==> src/rtl/pipeline_datapath_elastic_if.sv <==
`default_nettype none
// ============================================================================
// Module      : pipeline_datapath_elastic_if
// Description : Valid/ready handshake bundle for the elastic arithmetic
//               pipeline. It carries the upstream (in_*) and downstream
//               (out_*) channels.
//               slave  : pipeline view (consumes in_*, produces out_*)
//               master : environment view (produces in_*, consumes out_*)
// Ports       : in_valid/in_ready/in_data   - upstream beat channel
//               out_valid/out_ready/out_data - downstream beat channel
// Revision    : 1.0 - initial release
// ============================================================================
interface pipeline_datapath_elastic_if #(
  parameter int DATA_W = 16
);
  logic              in_valid;
  logic              in_ready;
  logic [DATA_W-1:0] in_data;
  logic              out_valid;
  logic              out_ready;
  logic [DATA_W-1:0] out_data;

  modport slave (
    input  in_valid,
    input  in_data,
    input  out_ready,
    output in_ready,
    output out_valid,
    output out_data
  );

  modport master (
    output in_valid,
    output in_data,
    output out_ready,
    input  in_ready,
    input  out_valid,
    input  out_data
  );
endinterface
`default_nettype wire

==> src/rtl/pipeline_datapath_elastic.sv <==
`default_nettype none
// ============================================================================
// Module      : pipeline_datapath_elastic
// Description : Three-stage elastic arithmetic pipeline.
//                 stage 1 : d1 = in_data + ADD_K
//                 stage 2 : d2 = d1 * MUL_K
//                 stage 3 : d3 = (d2 & AND_MASK) ^ XOR_KEY
//               All arithmetic wraps modulo 2^DATA_W. Each stage stalls only
//               when it is full and the stage after it cannot take its beat,
//               so bubbles collapse. flush empties the pipe synchronously.
//               beat_cnt counts output transfers and wraps.
// Ports       : clk       - rising-edge clock
//               rst_n     - asynchronous active-low reset
//               flush     - synchronous flush of all in-flight beats
//               bus       - handshake bundle (slave modport)
//               beat_cnt  - number of out_valid & out_ready transfers
// Revision    : 1.0 - initial release
// ============================================================================
module pipeline_datapath_elastic #(
  parameter int DATA_W   = 16,
  parameter int ADD_K    = 5,
  parameter int MUL_K    = 3,
  parameter     AND_MASK = 16'h0FFF,
  parameter     XOR_KEY  = 16'h00AA,
  parameter int CNT_W    = 16
) (
  input  wire logic                    clk,
  input  wire logic                    rst_n,
  input  wire logic                    flush,
  pipeline_datapath_elastic_if.slave   bus,
  output logic [CNT_W-1:0]             beat_cnt
);

  // Constants fitted to the datapath width (truncate or zero-extend).
  localparam logic [DATA_W-1:0] c_add_k    = DATA_W'(ADD_K);
  localparam logic [DATA_W-1:0] c_mul_k    = DATA_W'(MUL_K);
  localparam logic [DATA_W-1:0] c_and_mask = DATA_W'(AND_MASK);
  localparam logic [DATA_W-1:0] c_xor_key  = DATA_W'(XOR_KEY);

  logic              r_v1, r_v2, r_v3;
  logic [DATA_W-1:0] r_d1, r_d2, r_d3;
  logic [CNT_W-1:0]  r_cnt;

  logic              w_r1, w_r2, w_r3;
  logic              w_in_ready;
  logic              w_v0;
  logic              w_xfer;
  logic [DATA_W-1:0] w_s1, w_s2, w_s3;

  // Ready ripples backwards: a stage can load if it is empty or if its
  // current beat is leaving this cycle.
  assign w_r3       = !r_v3 | bus.out_ready;
  assign w_r2       = !r_v2 | w_r3;
  assign w_r1       = !r_v1 | w_r2;
  assign w_in_ready = w_r1 & !flush;
  assign w_v0       = bus.in_valid & w_in_ready;
  assign w_xfer     = r_v3 & bus.out_ready;

  assign w_s1 = bus.in_data + c_add_k;
  assign w_s2 = r_d1 * c_mul_k;
  assign w_s3 = (r_d2 & c_and_mask) ^ c_xor_key;

  // Valid bits. flush wins over any load; the flush cycle still lets the
  // stage-3 beat leave (counted below), but nothing is kept.
  always_ff @(posedge clk or negedge rst_n) begin
    if (!rst_n) begin
      r_v1 <= 1'b0;
      r_v2 <= 1'b0;
      r_v3 <= 1'b0;
    end else if (flush) begin
      r_v1 <= 1'b0;
      r_v2 <= 1'b0;
      r_v3 <= 1'b0;
    end else begin
      if (w_r1) r_v1 <= w_v0;
      if (w_r2) r_v2 <= r_v1;
      if (w_r3) r_v3 <= r_v2;
    end
  end

  // Data registers follow the stage ready only; contents of an empty stage
  // are don't-care, so they need no flush or valid qualification.
  always_ff @(posedge clk or negedge rst_n) begin
    if (!rst_n) begin
      r_d1 <= '0;
      r_d2 <= '0;
      r_d3 <= '0;
    end else begin
      if (w_r1) r_d1 <= w_s1;
      if (w_r2) r_d2 <= w_s2;
      if (w_r3) r_d3 <= w_s3;
    end
  end

  // Output transfer counter, wraps naturally at 2^CNT_W.
  always_ff @(posedge clk or negedge rst_n) begin
    if (!rst_n) begin
      r_cnt <= '0;
    end else if (w_xfer) begin
      r_cnt <= r_cnt + 1'b1;
    end
  end

  assign bus.in_ready  = w_in_ready;
  assign bus.out_valid = r_v3;
  assign bus.out_data  = r_d3;
  assign beat_cnt      = r_cnt;

endmodule
`default_nettype wire
==> src/flat_wrapper.sv <==
// flat-port wrapper written by rule: the top's interface ports become plain ports
module pipeline_datapath_elastic_flat 
#(
  parameter int DATA_W   = 16,
  parameter int ADD_K    = 5,
  parameter int MUL_K    = 3,
  parameter     AND_MASK = 16'h0FFF,
  parameter     XOR_KEY  = 16'h00AA,
  parameter int CNT_W    = 16
)
  (clk, rst_n, flush, beat_cnt, bus_in_valid, bus_in_data, bus_out_ready, bus_in_ready, bus_out_valid, bus_out_data);
  pipeline_datapath_elastic_if #(.DATA_W(DATA_W)) bus_i ();
  input  wire logic clk;
  input  wire logic rst_n;
  input  wire logic flush;
  output logic [CNT_W-1:0] beat_cnt;
  input wire logic [$bits(bus_i.in_valid)-1:0] bus_in_valid;
  input wire logic [$bits(bus_i.in_data)-1:0] bus_in_data;
  input wire logic [$bits(bus_i.out_ready)-1:0] bus_out_ready;
  output wire logic [$bits(bus_i.in_ready)-1:0] bus_in_ready;
  output wire logic [$bits(bus_i.out_valid)-1:0] bus_out_valid;
  output wire logic [$bits(bus_i.out_data)-1:0] bus_out_data;
  assign bus_i.in_valid = bus_in_valid;
  assign bus_i.in_data = bus_in_data;
  assign bus_i.out_ready = bus_out_ready;
  assign bus_in_ready = bus_i.in_ready;
  assign bus_out_valid = bus_i.out_valid;
  assign bus_out_data = bus_i.out_data;
  pipeline_datapath_elastic #(.DATA_W(DATA_W), .ADD_K(ADD_K), .MUL_K(MUL_K), .AND_MASK(AND_MASK), .XOR_KEY(XOR_KEY), .CNT_W(CNT_W)) u_core (.clk(clk), .rst_n(rst_n), .flush(flush), .bus(bus_i), .beat_cnt(beat_cnt));
endmodule
==> config.mk <==
export PLATFORM = sky130hd
export DESIGN_NAME = pipeline_datapath_elastic_flat
export DESIGN_NICKNAME = d
export VERILOG_FILES = /design/src/rtl/pipeline_datapath_elastic_if.sv /design/src/rtl/pipeline_datapath_elastic.sv /design/src/flat_wrapper.sv
export SDC_FILE = /design/constraint.sdc
export NUM_CORES = 1
export LEC_CHECK = 0
export CAP_MARGIN = 20
export CELL_PAD_IN_SITES_DETAIL_PLACEMENT = 1
export CELL_PAD_IN_SITES_GLOBAL_PLACEMENT = 1
export CORE_MARGIN = 2
export CORE_UTILIZATION = 35
export CTS_CLUSTER_DIAMETER = 40
export DETAILED_ROUTE_END_ITERATION = 6
export PLACE_DENSITY = 0.68
export REMOVE_ABC_BUFFERS = 1
export SETUP_SLACK_MARGIN = 0.3
export SYNTH_ARGS = -nofsm -noshare
export SYNTH_HDL_FRONTEND = slang
export SYNTH_SLANG_ARGS = --single-unit
==> constraint.sdc <==
create_clock -name clk -period 2.75 [get_ports clk]
set_input_delay 0.825 -clock clk [delete_from_list [all_inputs] [get_ports clk]]
set_output_delay 0.825 -clock clk [all_outputs]
set_load 0.01 [all_outputs]
* Word level (Yosys, flattened, before mapping)
Index checks and enable logic that the tools add are counted.
** Operators by class
- Reductions and logical operators :: 7
- $mul :: 1
- $add $sub $neg :: 2
- Bitwise operators :: 7
- Mux-type cells :: 6
** Operators with widths (count)
- $add A16 B1 Y16 const B :: 1
- $add A16 B3 Y16 const B :: 1
- $mul A16 B2 Y12 const B :: 1
- $mux W1 :: 6
- $reduce_bool A2 Y1 :: 3
- $logic_not A1 Y1 :: 4
- $not A4 Y4 :: 1
- $and A1 B1 Y1 :: 3
- $or A1 B1 Y1 :: 3
** Word-level totals
- Flip-flop bits (word level) :: 59

* Logic depth before layout (Yosys ltp)
Gate-level depths: netlist of the first run.
- Word-level depth :: 8
- Gate-level depth with buffers :: 7

* Least setup slack after synthesis of the first run
Ideal clock, no wire load.
- Path type :: input-to-output
- Start :: input port bus_out_ready
- End :: output port bus_in_ready
- Slack :: 0.426 ns
- Stages on the path :: 5
- Arrival :: 1.499 ns
- Required time :: 1.925 ns
- Buffers on the path :: 2
- Path through :: nand2b_4 -> buf_6 -> nor2_2 -> buf_2 -> a21oi_1
** Between the ends
- Cells in the longest elaborated chain, start to end :: 4
** RTL lines
- from (decl) :: line flat_wrapper.sv:19 : input wire logic [$bits(bus_i.out_ready)-1:0] bus_out_ready;
- $or A1 B1 Y1 :: line pipeline_datapath_elastic.sv:52 : assign w_r3 = !r_v3 | bus.out_ready;
- $or A1 B1 Y1 :: line pipeline_datapath_elastic.sv:53 : assign w_r2 = !r_v2 | w_r3;
- $or A1 B1 Y1 :: line pipeline_datapath_elastic.sv:54 : assign w_r1 = !r_v1 | w_r2;
- $and A1 B1 Y1 :: line pipeline_datapath_elastic.sv:55 : assign w_in_ready = w_r1 & !flush;
- to (decl) :: line flat_wrapper.sv:20 : output wire logic [$bits(bus_i.in_ready)-1:0] bus_in_ready;
Every way passes these cells.

* Worst setup path in the final report of the first run
Ends and elaborated chain as after synthesis.

==> results of run 1 <==
## repair_timing
item | CTS | global route
endpoints found under the setup margin | 1 | 0
buffers inserted | 0 | 0
resized for setup | 5 | 0
## metrics by stage
step                utilization  setup WS (ns)  cell area [um^2]
floorplan                     -          0.216              2730
global placement          0.437         -0.309              3380
detailed placement        0.437         -0.296              3380
CTS                       0.449          0.358              3470
global route              0.449          0.310              3470
finish                    0.449          0.373              3470
## per-layer routing
metal / vias up / share of wire / track usage
li1: 1023 / - / -
met1: 970 / 0.45 / 0.160
met2: 45 / 0.49 / 0.233
met3: 8 / 0.042 / 0.0274
met4: 0 / 0.015 / 0.0478
met5: - / 0 / 0
## state kept, by name, indices dropped and copies added (netlist names)
signal                flops
u_core.r_v1               1
u_core.bus.out_data      12
u_core.r_v2               1
u_core.bus.out_valid      1
u_core.r_d1              12
u_core.beat_cnt          16
u_core.r_d2              12
## where the power goes
| group | internal, mW | total [mW] | switching [mW] |
|---|---|---|---|
| clock | 0.267 | 0.511 | 0.244 |
| combinational | 0.315 | 0.565 | 0.251 |
| sequential | 0.953 | 1.06 | 0.104 |
## worst max path at each step
stage                       start      endpoint  slack (ns)  cells past startpoint
global placement    bus_out_ready  bus_in_ready       -0.31                      5
finish              bus_out_ready  bus_in_ready        0.37                      5
detailed placement  bus_out_ready  bus_in_ready       -0.30                      5
global route        bus_out_ready  bus_in_ready        0.31                      5
CTS                 bus_out_ready  bus_in_ready        0.36                      5
floorplan           bus_out_ready  bus_in_ready        0.22                      3
## critical path, cell delays in order
cell	delay [ns]
dlygate4sd2_1	0.26
nand2b_4	0.15
nor2_2	0.10
a21oi_1	0.08
buf_2	0.14
## area by class of cell
class                      instances  share of cell area
sequential                        55               0.396
tap                              102              0.0368
clock buffer                       6              0.0209
timing repair buffer              53               0.148
clock inverter                     1             0.00865
multi-input combinational        203               0.387
inverter                           2             0.00216
## cells in the final DEF (no fill, tap or decap), drive strengths merged, types with 3 or more instances in the layout
cell type	n
nor3b	3
xor2	16
nor2	30
clkbuf	6
buf	9
o21ai	13
nand3	6
nand4	9
a21oi	28
xnor2	16
mux2	10
dfrtp	55
clkdlybuf4s50	43
conb	4
and2	4
ha	12
nand2	28
## cells by family after synthesis
logic type	count (synthesis)	share of synthesized area
AOI/OAI and AO/OA	52	0.109
DFF	55	0.493
and+or+nand+nor	90	0.158
buffers and inverters	13	0.0305
adders and majority gates	13	0.0609
muxes	12	0.0475
other	1	0.00134
xor gates and xnor gates	32	0.100
==> metrics.txt, run 1 <==
area occupied by multi-input gates 1340 um^2; post-synth top area cell dfrtp_1; TritonCTS clock tree done; Post-CTS Hold Fix Bufs 0; TritonCTS sink count 55; Crit Path Class in2out; worst hold slack 0.439 ns; top post-synthesis cells by area dfrtp_1 49%, ha_1 5.4%, xnor2_1 5.0%; FF/Latch Area 1380 um^2; PortBufs 46; number of synthesized flops with an enable pin 0; Final setup violation count 0; power density over cell area 614 nW/um^2; clk_lat worst skew 0.30 ns; Die X-Extent 93.3 um; reg2reg path depth 7; Vias/cell 4.85; Mapped Cells 268; Detailed Place HPWL 4130 um; Starting Density 0.362; H-tree depth 2; total number of vias 2,046; crit share post-route 0.865; initial antenna violation count 0; Mapped Area 2790 um^2; post-synthesis sequential area ratio 0.493; Die Y 93.3 um; Routed Antenna Nets 0; first drt pass iteration count 4; WL per Instance 13.0 um; first-pass GRT wire length 9200 um; Seq cells post-synth 55; final slew viol count 0; GRT overflow 0; die area 8710 um^2; n_diodes 0; RSZ-0062 raised after global routing no; asr flop ratio synth 1.00; Max-Cap Viols 0; Max IR drop VDD 0.205 mV; Worst Hold Class in2async; CP Data Required Time 1.93 ns; crit path time final 2.38 ns; gr usage total 0.133; reg-to-reg startpoint u_core.r_d1[1]; Final nets 354; startpoint types input port; status finished, final reports clean; largest net degree at the start of global routing 40; initial DRC count 60; fin cells 422; CP arrival 1.55 ns; Rows 32; r2r setup slk 0.60 ns; Synth Flop Type dfrtp_1; WL final 5480 um; Clock Tree Buf Depth 2; final routed DRC violation total 0; vias in the first global route 2,041; count leader, synth dfrtp_1; top cell type's share of synthesized area 0.493; TritonCTS Buffers 5; Filler cells 874; Power, Total 2.13 mW; yosys warns 0; Core ar. 7730 um^2; GPL Wtd Cong 0.732; CTS clock-pin slew for the worst setup and hold paths 0.09 ns; CP Max Fanout 3; FF-to-FF End u_core.r_d2[9]; library cells used by synthesis 44; Post-Syn Area per Cell 10.4 um^2; Root Buffer clkbuf_8; CP endpoint kind output pin; final hold viol count 0; Worst Clk Skew 0.00634 ns; Commonest cells post-synth 55 x dfrtp_1, 29 x nor2_1, 28 x nand2_1, 27 x a21oi_1; area grow syn2layout 24.3%; Placed Instances 415; I/O pins 55; achievable frequency 421 MHz; share of post-route cells with drive strength above 1 0.103; LEAKAGE 1.50 nW; setup TNS 0 ns
Note: power is estimated with default switching activity, not from simulation.
==> run 2: changes to the inputs <==
Settings changed: CTS_CLUSTER_DIAMETER 40 to 100, GPL_TIMING_DRIVEN from default to 0.
==> run 2 against run 1 <==
Compared with the run above:
- first-iteration DRC count is 10% lower
- sequential power about the same
- clock skew grew 0.0024 ns
- combinational power is 0.7% lower
- fmax grew 0.49%
- die area unchanged
- cell area is 0.25% lower
- utilization down 0.11 points
- wire length grew 8.1%
- final cell count down 0.24%
- critical path type unchanged
- critical endpoint unchanged
- largest cell class unchanged
==> metrics.txt, run 2 (same netlist as run 1, synthesis figures left out) <==
status finished, final reports clean; Final setup violation count 0; n_diodes 0; Die X-Extent 93.3 um; Placed Instances 409; Sequential Power Share 0.505; switching part of the total 0.298; most common cell after layout, fill and taps aside dfrtp_1; final routed DRC violation total 0; Worst Tran Pin Value 0.708 ns; achievable frequency 423 MHz; final worst setup slack 0.384 ns; WL per Instance 14.1 um; WL final 5920 um; Core ar. 7730 um^2; PortBufs 46; startpoint types input port; CP arrival 1.54 ns; TritonCTS sink count 55; Max IR drop VDD 0.196 mV; Detailed Place HPWL 4310 um; clk_lat worst skew 0.31 ns; GRT overflow 0; power density over cell area 605 nW/um^2; commonest cells after routing, fill and taps aside 55 x dfrtp_1, 42 x clkdlybuf4s50_1, 29 x nor2_1, 28 x nand2_1, 26 x a21oi_1; Util after Layout 0.448; Final nets 352; CP max stage cell clkdlybuf4s15_2; Routed Antenna Nets 0; TritonCTS Buffers 5; Root Buffer clkbuf_8; CP endpoint kind output pin; CP Data Required Time 1.93 ns; Starting Density 0.362; total number of vias 2,088; RSZ-0062 raised after global routing no; initial antenna violation count 0; CP Cell Sequence buf_2 > nand2b_4 > nor2_4 > a21oi_2 > clkdlybuf4s15_2; Net Switching 0.624 mW; CP Max Fanout 4; crit share post-route 0.860; initial DRC count 54; Internal Power 1.47 mW; combinational cell fraction of total power 0.268; Crit Path Class in2out; crit path time final 2.37 ns; TritonCTS clock tree done; Rows 32; vias in the first global route 2,136; first drt pass iteration count 4; Buf+Inv Stages, Crit Path 2; Post-CTS Hold Fix Bufs 0; Power, Total 2.09 mW; Worst Clk Skew 0.00869 ns; Relative slew margins 0.527; share of post-route cells with drive strength above 1 0.110; die area 8710 um^2; area grow syn2layout 24.0%; largest net degree at the start of global routing 31; final hold viol count 0; final slew viol count 0; Max-Cap Viols 0; Die Y 93.3 um; DP Worst Slack -1.04 ns; Vias/cell 4.96; I/O pins 55; CTS clock-pin slew for the worst setup and hold paths 0.10 ns; Clock Tree Buf Depth 2; CP delay by family, top buffers and inverters; Worst Hold Class reg2reg; LEAKAGE 1.48 nW; slowest stage delay, CP 0.22 ns; max reg flops 16; GPL Wtd Cong 0.748; clock power share 0.227; H-tree depth 2; first-pass GRT wire length 10,400 um; fin cells 421; Filler cells 860; setup TNS 0 ns; gr usage total 0.152
-- run 2: worst reg2reg max path: cells and delay by family (launching register included) --
family,cells,cell delay (ns)
DFF,1,0.45
adders and majority gates,2,0.68
AOI/OAI and AO/OA,2,0.45
and+or+nand+nor,2,0.27
muxes,1,0.21
-- run 2: worst paths after layout --
kind	from	endpoint	slack (ns)	cells past startpoint
hold reg to reg	u_core.r_d2[5]	u_core.bus.out_data[5]	0.44	1
min in group asynchronous	rst_n	u_core.beat_cnt[2]	0.51	1
setup reg to reg	u_core.r_d1[1]	u_core.r_d2[11]	0.58	7
hold / removal	u_core.r_d2[5]	u_core.bus.out_data[5]	0.44	1
max in group asynchronous	rst_n	u_core.r_d1[5]	1.64	2
setup / recovery	bus_out_ready	bus_in_ready	0.38	5
-- run 2: power by group through the flow --
stage	Combinational [mW]	Clock, mW	Sequential [mW]
6_report	0.561	0.475	1.06
5_1_grt	0.619	0.533	1.08
4_1_cts	0.569	0.506	1.06
3_5_place_dp	0.566	0	1.08
3_3_place_gp	0.549	0	1.07
2_1_floorplan	0.267	0	1.09
-- run 2: cell type report --
class                      instances  area (um^2)  area share
clock inverter                     2         16.3     0.00470
timing repair buffer              49          485       0.140
multi-input combinational        205         1370       0.395
tap                              102          128      0.0368
inverter                           2         7.51     0.00217
sequential                        55         1380       0.397
clock buffer                       6         82.6      0.0238
-- run 2: layer usage --
metal,routed length (um),GRT usage,vias to the layer above,part of all wire
li1,-,-,1020,-
met1,2560,0.189,1004,0.43
met2,2950,0.263,53,0.50
met3,291,0.0298,11,0.049
met4,121,0.0551,0,0.020
met5,0,0,-,0
-- run 2: stage by stage --
stage | instance area (um^2) | hold slack, ns
2_1_floorplan | 2730 | 0.417
3_3_place_gp | 3320 | 0.426
3_5_place_dp | 3330 | 0.435
4_1_cts | 3460 | 0.447
5_1_grt | 3460 | 0.464
6_report | 3460 | 0.440
-- run 2: timing repair --
action                                  4_1_cts  5_1_grt
buffers inserted                              2        0
endpoints found under the setup margin       14        0
gates resized for setup                      10        0
